File: config.mk
export PLATFORM = sky130hd
export DESIGN_NAME = cmp_result_tally_flat
export DESIGN_NICKNAME = d
export VERILOG_FILES = /design/src/rtl/cmp_result_tally_if.sv /design/src/rtl/cmp_result_tally.sv /design/src/flat_wrapper.sv
export SDC_FILE = /design/constraint.sdc
export NUM_CORES = 1
export LEC_CHECK = 0
export ABC_AREA = 1
export CORE_MARGIN = 2
export CORE_UTILIZATION = 35
export CTS_BUF_LIST = sky130_fd_sc_hd__clkbuf_2 sky130_fd_sc_hd__clkbuf_4 sky130_fd_sc_hd__clkbuf_8
export DETAILED_ROUTE_END_ITERATION = 10
export GPL_TIMING_DRIVEN = 0
export HOLD_SLACK_MARGIN = 0.03
export SYNTH_ARGS = -nofsm -noshare
export SYNTH_HDL_FRONTEND = slang
export SYNTH_SLANG_ARGS = --single-unit
File: constraint.sdc
create_clock -name CLK -period 3.9 [get_ports CLK]
set_input_delay 1.17 -clock CLK [delete_from_list [all_inputs] [get_ports CLK]]
set_output_delay 1.17 -clock CLK [all_outputs]
set_load 0.02 [all_outputs]
File: src/rtl/cmp_result_tally_if.sv
// Result-tally bus: comparator result inputs plus window status and counts.
// The master modport drives results and Start; the slave modport is the tally block.
interface cmp_result_tally_if #(
  parameter int CNT_W = 12
);
  logic             Start;
  logic             Valid;
  logic             Greater;
  logic             Equal;
  logic             Smaller;
  logic             Busy;
  logic             Done;
  logic             Error;
  logic [CNT_W-1:0] GtCount;
  logic [CNT_W-1:0] EqCount;
  logic [CNT_W-1:0] LtCount;
  logic [CNT_W-1:0] ErrCount;

  modport master (
    output Start, Valid, Greater, Equal, Smaller,
    input  Busy, Done, Error, GtCount, EqCount, LtCount, ErrCount
  );

  modport slave (
    input  Start, Valid, Greater, Equal, Smaller,
    output Busy, Done, Error, GtCount, EqCount, LtCount, ErrCount
  );
endinterface

File: src/rtl/cmp_result_tally.sv
// Per-window tally of one-hot comparator results (GT/EQ/LT) with a sticky
// flag and count for any result that is not exactly one-hot.
module cmp_result_tally #(
  parameter int CNT_W   = 12,
  parameter int WIN_LEN = 4095
) (
  input  logic               CLK,
  input  logic               RST_N,
  cmp_result_tally_if.slave  bus
);
  typedef enum logic [1:0] {IDLE, RUN, DONE} state_t;

  localparam logic [CNT_W-1:0] LAST_IDX = CNT_W'(WIN_LEN - 1);

  state_t           r_state;
  logic [CNT_W-1:0] r_idx;
  logic [CNT_W-1:0] r_cnt [4];
  logic             r_error;
  logic             r_busy;
  logic             r_done;

  logic [2:0] w_code;
  logic [3:0] w_hit;

  assign w_code = {bus.Greater, bus.Equal, bus.Smaller};

  // w_hit[0]=LT (001), [1]=EQ (010), [2]=GT (100); [3] catches every other code
  for (genvar gi = 0; gi < 3; gi++) begin : g_hit
    assign w_hit[gi] = (w_code == 3'(1 << gi));
  end
  assign w_hit[3] = ~|w_hit[2:0];

  always_ff @(posedge CLK or negedge RST_N) begin
    if (!RST_N) begin
      r_state <= IDLE;
      r_idx   <= '0;
      r_error <= 1'b0;
      r_busy  <= 1'b0;
      r_done  <= 1'b0;
      for (int k = 0; k < 4; k++) r_cnt[k] <= '0;
    end else begin
      r_done <= 1'b0;
      case (r_state)
        RUN: begin
          if (bus.Start) begin
            // restart wins over a coincident Valid, which is dropped
            r_idx   <= '0;
            r_error <= 1'b0;
            for (int k = 0; k < 4; k++) r_cnt[k] <= '0;
          end else if (bus.Valid) begin
            r_idx <= r_idx + 1'b1;
            for (int k = 0; k < 4; k++) begin
              if (w_hit[k]) r_cnt[k] <= r_cnt[k] + 1'b1;
            end
            if (w_hit[3]) r_error <= 1'b1;
            if (r_idx == LAST_IDX) begin
              r_state <= DONE;
              r_busy  <= 1'b0;
              r_done  <= 1'b1;
            end
          end
        end
        default: begin
          // IDLE and DONE both accept Start; counts hold otherwise
          if (bus.Start) begin
            r_state <= RUN;
            r_busy  <= 1'b1;
            r_idx   <= '0;
            r_error <= 1'b0;
            for (int k = 0; k < 4; k++) r_cnt[k] <= '0;
          end else begin
            r_state <= IDLE;
            r_busy  <= 1'b0;
          end
        end
      endcase
    end
  end

  assign bus.Busy     = r_busy;
  assign bus.Done     = r_done;
  assign bus.Error    = r_error;
  assign bus.LtCount  = r_cnt[0];
  assign bus.EqCount  = r_cnt[1];
  assign bus.GtCount  = r_cnt[2];
  assign bus.ErrCount = r_cnt[3];
endmodule

File: src/flat_wrapper.sv
// flat-port wrapper written by rule: the top's interface ports become plain ports
module cmp_result_tally_flat 
#(
  parameter int CNT_W   = 12,
  parameter int WIN_LEN = 4095
)
  (CLK, RST_N, bus_Start, bus_Valid, bus_Greater, bus_Equal, bus_Smaller, bus_Busy, bus_Done, bus_Error, bus_GtCount, bus_EqCount, bus_LtCount, bus_ErrCount);
  cmp_result_tally_if #(.CNT_W(CNT_W)) bus_i ();
  input  logic CLK;
  input  logic RST_N;
  input wire logic [$bits(bus_i.Start)-1:0] bus_Start;
  input wire logic [$bits(bus_i.Valid)-1:0] bus_Valid;
  input wire logic [$bits(bus_i.Greater)-1:0] bus_Greater;
  input wire logic [$bits(bus_i.Equal)-1:0] bus_Equal;
  input wire logic [$bits(bus_i.Smaller)-1:0] bus_Smaller;
  output wire logic [$bits(bus_i.Busy)-1:0] bus_Busy;
  output wire logic [$bits(bus_i.Done)-1:0] bus_Done;
  output wire logic [$bits(bus_i.Error)-1:0] bus_Error;
  output wire logic [$bits(bus_i.GtCount)-1:0] bus_GtCount;
  output wire logic [$bits(bus_i.EqCount)-1:0] bus_EqCount;
  output wire logic [$bits(bus_i.LtCount)-1:0] bus_LtCount;
  output wire logic [$bits(bus_i.ErrCount)-1:0] bus_ErrCount;
  assign bus_i.Start = bus_Start;
  assign bus_i.Valid = bus_Valid;
  assign bus_i.Greater = bus_Greater;
  assign bus_i.Equal = bus_Equal;
  assign bus_i.Smaller = bus_Smaller;
  assign bus_Busy = bus_i.Busy;
  assign bus_Done = bus_i.Done;
  assign bus_Error = bus_i.Error;
  assign bus_GtCount = bus_i.GtCount;
  assign bus_EqCount = bus_i.EqCount;
  assign bus_LtCount = bus_i.LtCount;
  assign bus_ErrCount = bus_i.ErrCount;
  cmp_result_tally #(.CNT_W(CNT_W), .WIN_LEN(WIN_LEN)) u_core (.CLK(CLK), .RST_N(RST_N), .bus(bus_i));
endmodule
==> run_summary.xml <==
<?xml version="1.0" encoding="UTF-8"?>
<metrics>
  <group name="clock_tree">
    <metric name="cts_buffer_count" unit="">9</metric>
    <metric name="cts_resized" unit="">0</metric>
    <metric name="clkLatencyLatePin" unit="ns">0.35</metric>
    <metric name="cts.hold.buffers_added" unit="">0</metric>
    <metric name="cts-root-to-sink-buffers" unit="">2</metric>
    <metric name="cts_max_level" unit="">3</metric>
    <metric name="root_buffer" unit="">sky130_fd_sc_hd__clkbuf_8</metric>
    <metric name="cts.clk_slew.worst_paths" unit="ns">0.08</metric>
    <metric name="tritoncts" unit="">yes</metric>
    <metric name="tritoncts_num_sinks" unit="">64</metric>
    <metric name="cts_post_setup_buffers_inserted" unit="">0</metric>
  </group>
  <group name="critical_path">
    <metric name="timing.critical_path.required" unit="ns">2.73</metric>
    <metric name="ff2ff_setup_slack" unit="ns">2.29</metric>
    <metric name="timing.critical_path.to_type" unit="">output pin</metric>
    <metric name="worst_r2r_path_depth" unit="">5</metric>
    <metric name="rr_endpoint" unit="">u_core.bus.ErrCount[5]</metric>
    <metric name="worst-path-max-fanout" unit="">5</metric>
    <metric name="critical-path-top-delay-family" unit="">buffers and inverters</metric>
    <metric name="cpMaxStageDelayCell" unit="">sky130_fd_sc_hd__clkdlybuf4s50_1</metric>
    <metric name="crit_path_cell_trace" unit="">clkdlybuf4s50_1</metric>
    <metric name="cpPeakStageDelay" unit="ns">0.65</metric>
    <metric name="worst-endpoint-arrival" unit="ns">1.45</metric>
    <metric name="r2r-start" unit="">u_core.r_state[1]</metric>
    <metric name="worstSetupPathType" unit="">flop to output pin</metric>
    <metric name="cp-start-kind" unit="">flop</metric>
    <metric name="path_buf_inv" unit="">1</metric>
  </group>
  <group name="logic_synthesis">
    <metric name="avg_cell_area_syn" unit="um2">7.420</metric>
    <metric name="library_cell_occupying_the_most_area_in_the_post_synthesis_netlist" unit="">sky130_fd_sc_hd__dfrtp_1</metric>
    <metric name="yosys-top-cells-area" unit="">sky130_fd_sc_hd__dfrtp_1 44%, sky130_fd_sc_hd__nand2_1 13%, sky130_fd_sc_hd__nand3_1 6.5%, sky130_fd_sc_hd__nor2_1 6.5%, sky130_fd_sc_hd__inv_1 5.7%</metric>
    <metric name="netlist_area" unit="um2">3606</metric>
    <metric name="total_of_flip_flops_plus_latches_after_synthesis" unit="">64</metric>
    <metric name="number_of_nets_produced_by_synthesis" unit="">499</metric>
    <metric name="yosys.cell_types.count" unit="">31</metric>
    <metric name="synth.top_cell.area_share" unit="">0.4441</metric>
    <metric name="synth_seq_area_share" unit="">0.4441</metric>
    <metric name="syn-instance-count" unit="">486</metric>
    <metric name="yosys_warnings" unit="">0</metric>
  </group>
  <group name="die">
    <metric name="top_level_ports" unit="">58</metric>
    <metric name="effective_utilization_at_floorplan" unit="">0.3541</metric>
    <metric name="floorplan.die_area" unit="um2">11130</metric>
    <metric name="core_region_area" unit="um2">10180</metric>
    <metric name="die-height" unit="um">105.5</metric>
    <metric name="row_count" unit="">37</metric>
    <metric name="fp.dieW" unit="um">105.5</metric>
  </group>
  <group name="final_layout">
    <metric name="diodes" unit="">0</metric>
    <metric name="count_of_fill_cells_added_during_filler_insertion" unit="">1028</metric>
    <metric name="layout.cells.non_filler" unit="">694</metric>
    <metric name="nets" unit="">566</metric>
    <metric name="layout.core_utilization" unit="">0.4494</metric>
    <metric name="drive_gt1_frac" unit="">0.09319</metric>
    <metric name="syn_to_final_growth" unit="%">26.93</metric>
  </group>
  <group name="routing">
    <metric name="first_iter_violations" unit="">132</metric>
    <metric name="drt.antenna.violating_nets" unit="">0</metric>
    <metric name="detail_route.wl_per_cell" unit="um">12.70</metric>
    <metric name="drt_pre_antenna_iters" unit="">4</metric>
    <metric name="vias_per_cell" unit="">4.834</metric>
    <metric name="num_vias" unit="">3355</metric>
    <metric name="drc_errors" unit="">0</metric>
    <metric name="detail_route.wirelength" unit="mm">8.811</metric>
  </group>
  <group name="placement">
    <metric name="finalWeightedCongestion" unit="">0.8390</metric>
    <metric name="placed_cells" unit="">678</metric>
    <metric name="pre_cts_ws" unit="ns">1.094</metric>
    <metric name="hpwlAfterDp" unit="mm">6.309</metric>
    <metric name="io_buffer_count" unit="">56</metric>
  </group>
  <group name="timing">
    <metric name="achievable-frequency" unit="MHz">382.2</metric>
    <metric name="drv_slew" unit="">0</metric>
    <metric name="grt_setup_unrepaired" unit="">no</metric>
    <metric name="period_needed" unit="ns">2.617</metric>
    <metric name="min_period_over_period" unit="">0.6709</metric>
    <metric name="final_report_setup_violation_count" unit="">0</metric>
    <metric name="tightestPinTransition" unit="ns">0.8221</metric>
    <metric name="finalHoldViolCount" unit="">0</metric>
    <metric name="timing.hold.ws" unit="ns">0.4824</metric>
    <metric name="finalSetupTns" unit="ns">0</metric>
    <metric name="fin_worst_skew" unit="ns">0.005427</metric>
    <metric name="slew_headroom" unit="">0.4519</metric>
    <metric name="setup_ws" unit="ns">1.283</metric>
  </group>
  <group name="global_routing">
    <metric name="grt_first_pass_wirelength" unit="mm">15.30</metric>
    <metric name="gr-usage-all-layers" unit="">0.1719</metric>
    <metric name="first_global_vias" unit="">3278</metric>
    <metric name="antenna_found_initial" unit="">0</metric>
    <metric name="grt_overflow_total" unit="">0</metric>
    <metric name="maximum_number_of_pins_on_one_net_before_global_route_repair" unit="">65</metric>
  </group>
  <group name="run_status">
    <metric name="run_status" unit="">finished, final reports clean</metric>
  </group>
  <group name="min_path">
    <metric name="hold_path_startpoint" unit="">u_core.bus.Error</metric>
    <metric name="timing.hold.worst.class" unit="">flop to flop</metric>
    <metric name="worst_hold_path.num_cells" unit="">2</metric>
    <metric name="worstHoldEndpoint" unit="">u_core.bus.Error</metric>
  </group>
  <group name="power">
    <metric name="power.static_leakage" unit="nW">2.127</metric>
    <metric name="cellPowerDensity" unit="nW/um2">350.8</metric>
    <metric name="vdd.ir_drop.worst" unit="uV">186.1</metric>
  </group>
  <group name="run">
    <metric name="cap_viol_max_count" unit="">0</metric>
  </group>
</metrics>
per-layer routing:
layer  global-route usage  vias up  wire (um)
met5                    0        -          0
met1               0.2219     1565       4208
met4              0.07049        0        205
li1                     -     1706          -
met2               0.2756       65       3978
met3              0.04329       19        418
kinds of logic after synthesis:
family	Yosys count	share of synthesized area
DFF	64	0.4441
xor gates and xnor gates	9	0.02186
AOI/OAI and AO/OA	51	0.07460
adders and majority gates	6	0.02082
buffers and inverters	73	0.08952
and+or+nand+nor	283	0.3491
worst max path at each step:
stage                              to  slack [ns]  cells after the start             startpoint
2_1_floorplan   u_core.bus.GtCount[3]        1.83                      7              bus_Start
6_report               bus_EqCount[3]        1.28                      1  u_core.bus.EqCount[3]
5_1_grt                bus_EqCount[3]        1.22                      1  u_core.bus.EqCount[3]
3_5_place_dp   u_core.bus.ErrCount[5]        1.09                     10              bus_Valid
3_3_place_gp    u_core.bus.LtCount[6]       -0.65                      1                  RST_N
4_1_cts                bus_EqCount[3]        1.26                      1  u_core.bus.EqCount[3]
power by group:
group / switching [mW] / internal [mW]
Combinational: 0.110 / 0.0715
Sequential: 0.0293 / 0.685
Clock: 0.284 / 0.425
synthesized netlist by cell type:
cell,count
sky130_fd_sc_hd__a22o_1,1
sky130_fd_sc_hd__nor3_1,13
sky130_fd_sc_hd__buf_4,2
sky130_fd_sc_hd__nand4_1,16
sky130_fd_sc_hd__xor2_1,6
sky130_fd_sc_hd__xnor2_1,3
sky130_fd_sc_hd__nand3_1,47
sky130_fd_sc_hd__buf_2,3
sky130_fd_sc_hd__o31ai_1,1
sky130_fd_sc_hd__dfrtp_1,64
sky130_fd_sc_hd__nor2_4,1
sky130_fd_sc_hd__and3_1,2
sky130_fd_sc_hd__o22ai_1,1
sky130_fd_sc_hd__o21ai_0,12
sky130_fd_sc_hd__inv_1,55
sky130_fd_sc_hd__nand2_2,8
sky130_fd_sc_hd__buf_6,5
sky130_fd_sc_hd__nor3_4,1
sky130_fd_sc_hd__a21oi_1,26
sky130_fd_sc_hd__a21o_1,1
sky130_fd_sc_hd__o21ai_1,6
sky130_fd_sc_hd__nor2_2,2
sky130_fd_sc_hd__nor2_1,62
sky130_fd_sc_hd__inv_2,8
sky130_fd_sc_hd__a31oi_1,3
sky130_fd_sc_hd__or2_2,1
sky130_fd_sc_hd__nand2_1,126
sky130_fd_sc_hd__nand4_2,1
sky130_fd_sc_hd__ha_1,6
sky130_fd_sc_hd__nand2_4,1
sky130_fd_sc_hd__nor3_2,2
sequential cells by signal, summed over array words and instances, names as in the netlist:
name / flops
u_core.r_state: 2
u_core.bus.EqCount: 12
u_core.bus.Done: 1
u_core.bus.ErrCount: 12
u_core.r_idx: 12
u_core.bus.GtCount: 12
u_core.bus.Error: 1
u_core.bus.LtCount: 12
placed cells by master (no fill, tap or decap), types with 2 or more instances in the layout:
| cell | instances |
|---|---|
| sky130_fd_sc_hd__and3_1 | 2 |
| sky130_fd_sc_hd__nor2_1 | 62 |
| sky130_fd_sc_hd__a31oi_1 | 3 |
| sky130_fd_sc_hd__clkdlybuf4s50_1 | 55 |
| sky130_fd_sc_hd__nand2_1 | 126 |
| sky130_fd_sc_hd__o21ai_1 | 6 |
| sky130_fd_sc_hd__inv_1 | 55 |
| sky130_fd_sc_hd__ha_1 | 6 |
| sky130_fd_sc_hd__buf_6 | 5 |
| sky130_fd_sc_hd__nor3_1 | 13 |
| sky130_fd_sc_hd__xor2_1 | 6 |
| sky130_fd_sc_hd__buf_4 | 3 |
| sky130_fd_sc_hd__nor3_2 | 2 |
| sky130_fd_sc_hd__nand2_2 | 8 |
| sky130_fd_sc_hd__nor2_2 | 2 |
| sky130_fd_sc_hd__clkbuf_8 | 9 |
| sky130_fd_sc_hd__buf_2 | 3 |
| sky130_fd_sc_hd__dfrtp_1 | 64 |
| sky130_fd_sc_hd__nand4_1 | 16 |
| sky130_fd_sc_hd__nand3_1 | 47 |
| sky130_fd_sc_hd__o21ai_0 | 12 |
| sky130_fd_sc_hd__clkinvlp_4 | 2 |
| sky130_fd_sc_hd__a21oi_1 | 26 |
| sky130_fd_sc_hd__xnor2_1 | 3 |
| sky130_fd_sc_hd__bufinv_16 | 3 |
| sky130_fd_sc_hd__inv_2 | 8 |
stage by stage:
step / total power [mW] / area (um2)
after global placement: 0.9083 / 4337
after global routing: 1.679 / 4577
after CTS: 1.630 / 4577
final: 1.605 / 4577
after detailed placement: 0.9110 / 4334
after floorplan: 0.8207 / 3606
layout make-up:
type / instances / area, um2 / area share
Buffer: 10 / 86.33 / 0.01886
Clock buffer: 9 / 123.9 / 0.02706
Clock inverter: 7 / 118.9 / 0.02597
Inverter: 63 / 236.5 / 0.05167
Multi-Input combinational cell: 349 / 1682 / 0.3674
Sequential cell: 64 / 1602 / 0.3499
Tap cell: 136 / 170.2 / 0.03718
Timing Repair Buffer: 56 / 558.0 / 0.1219
No activity file was read; power rests on OpenSTA's default activity.
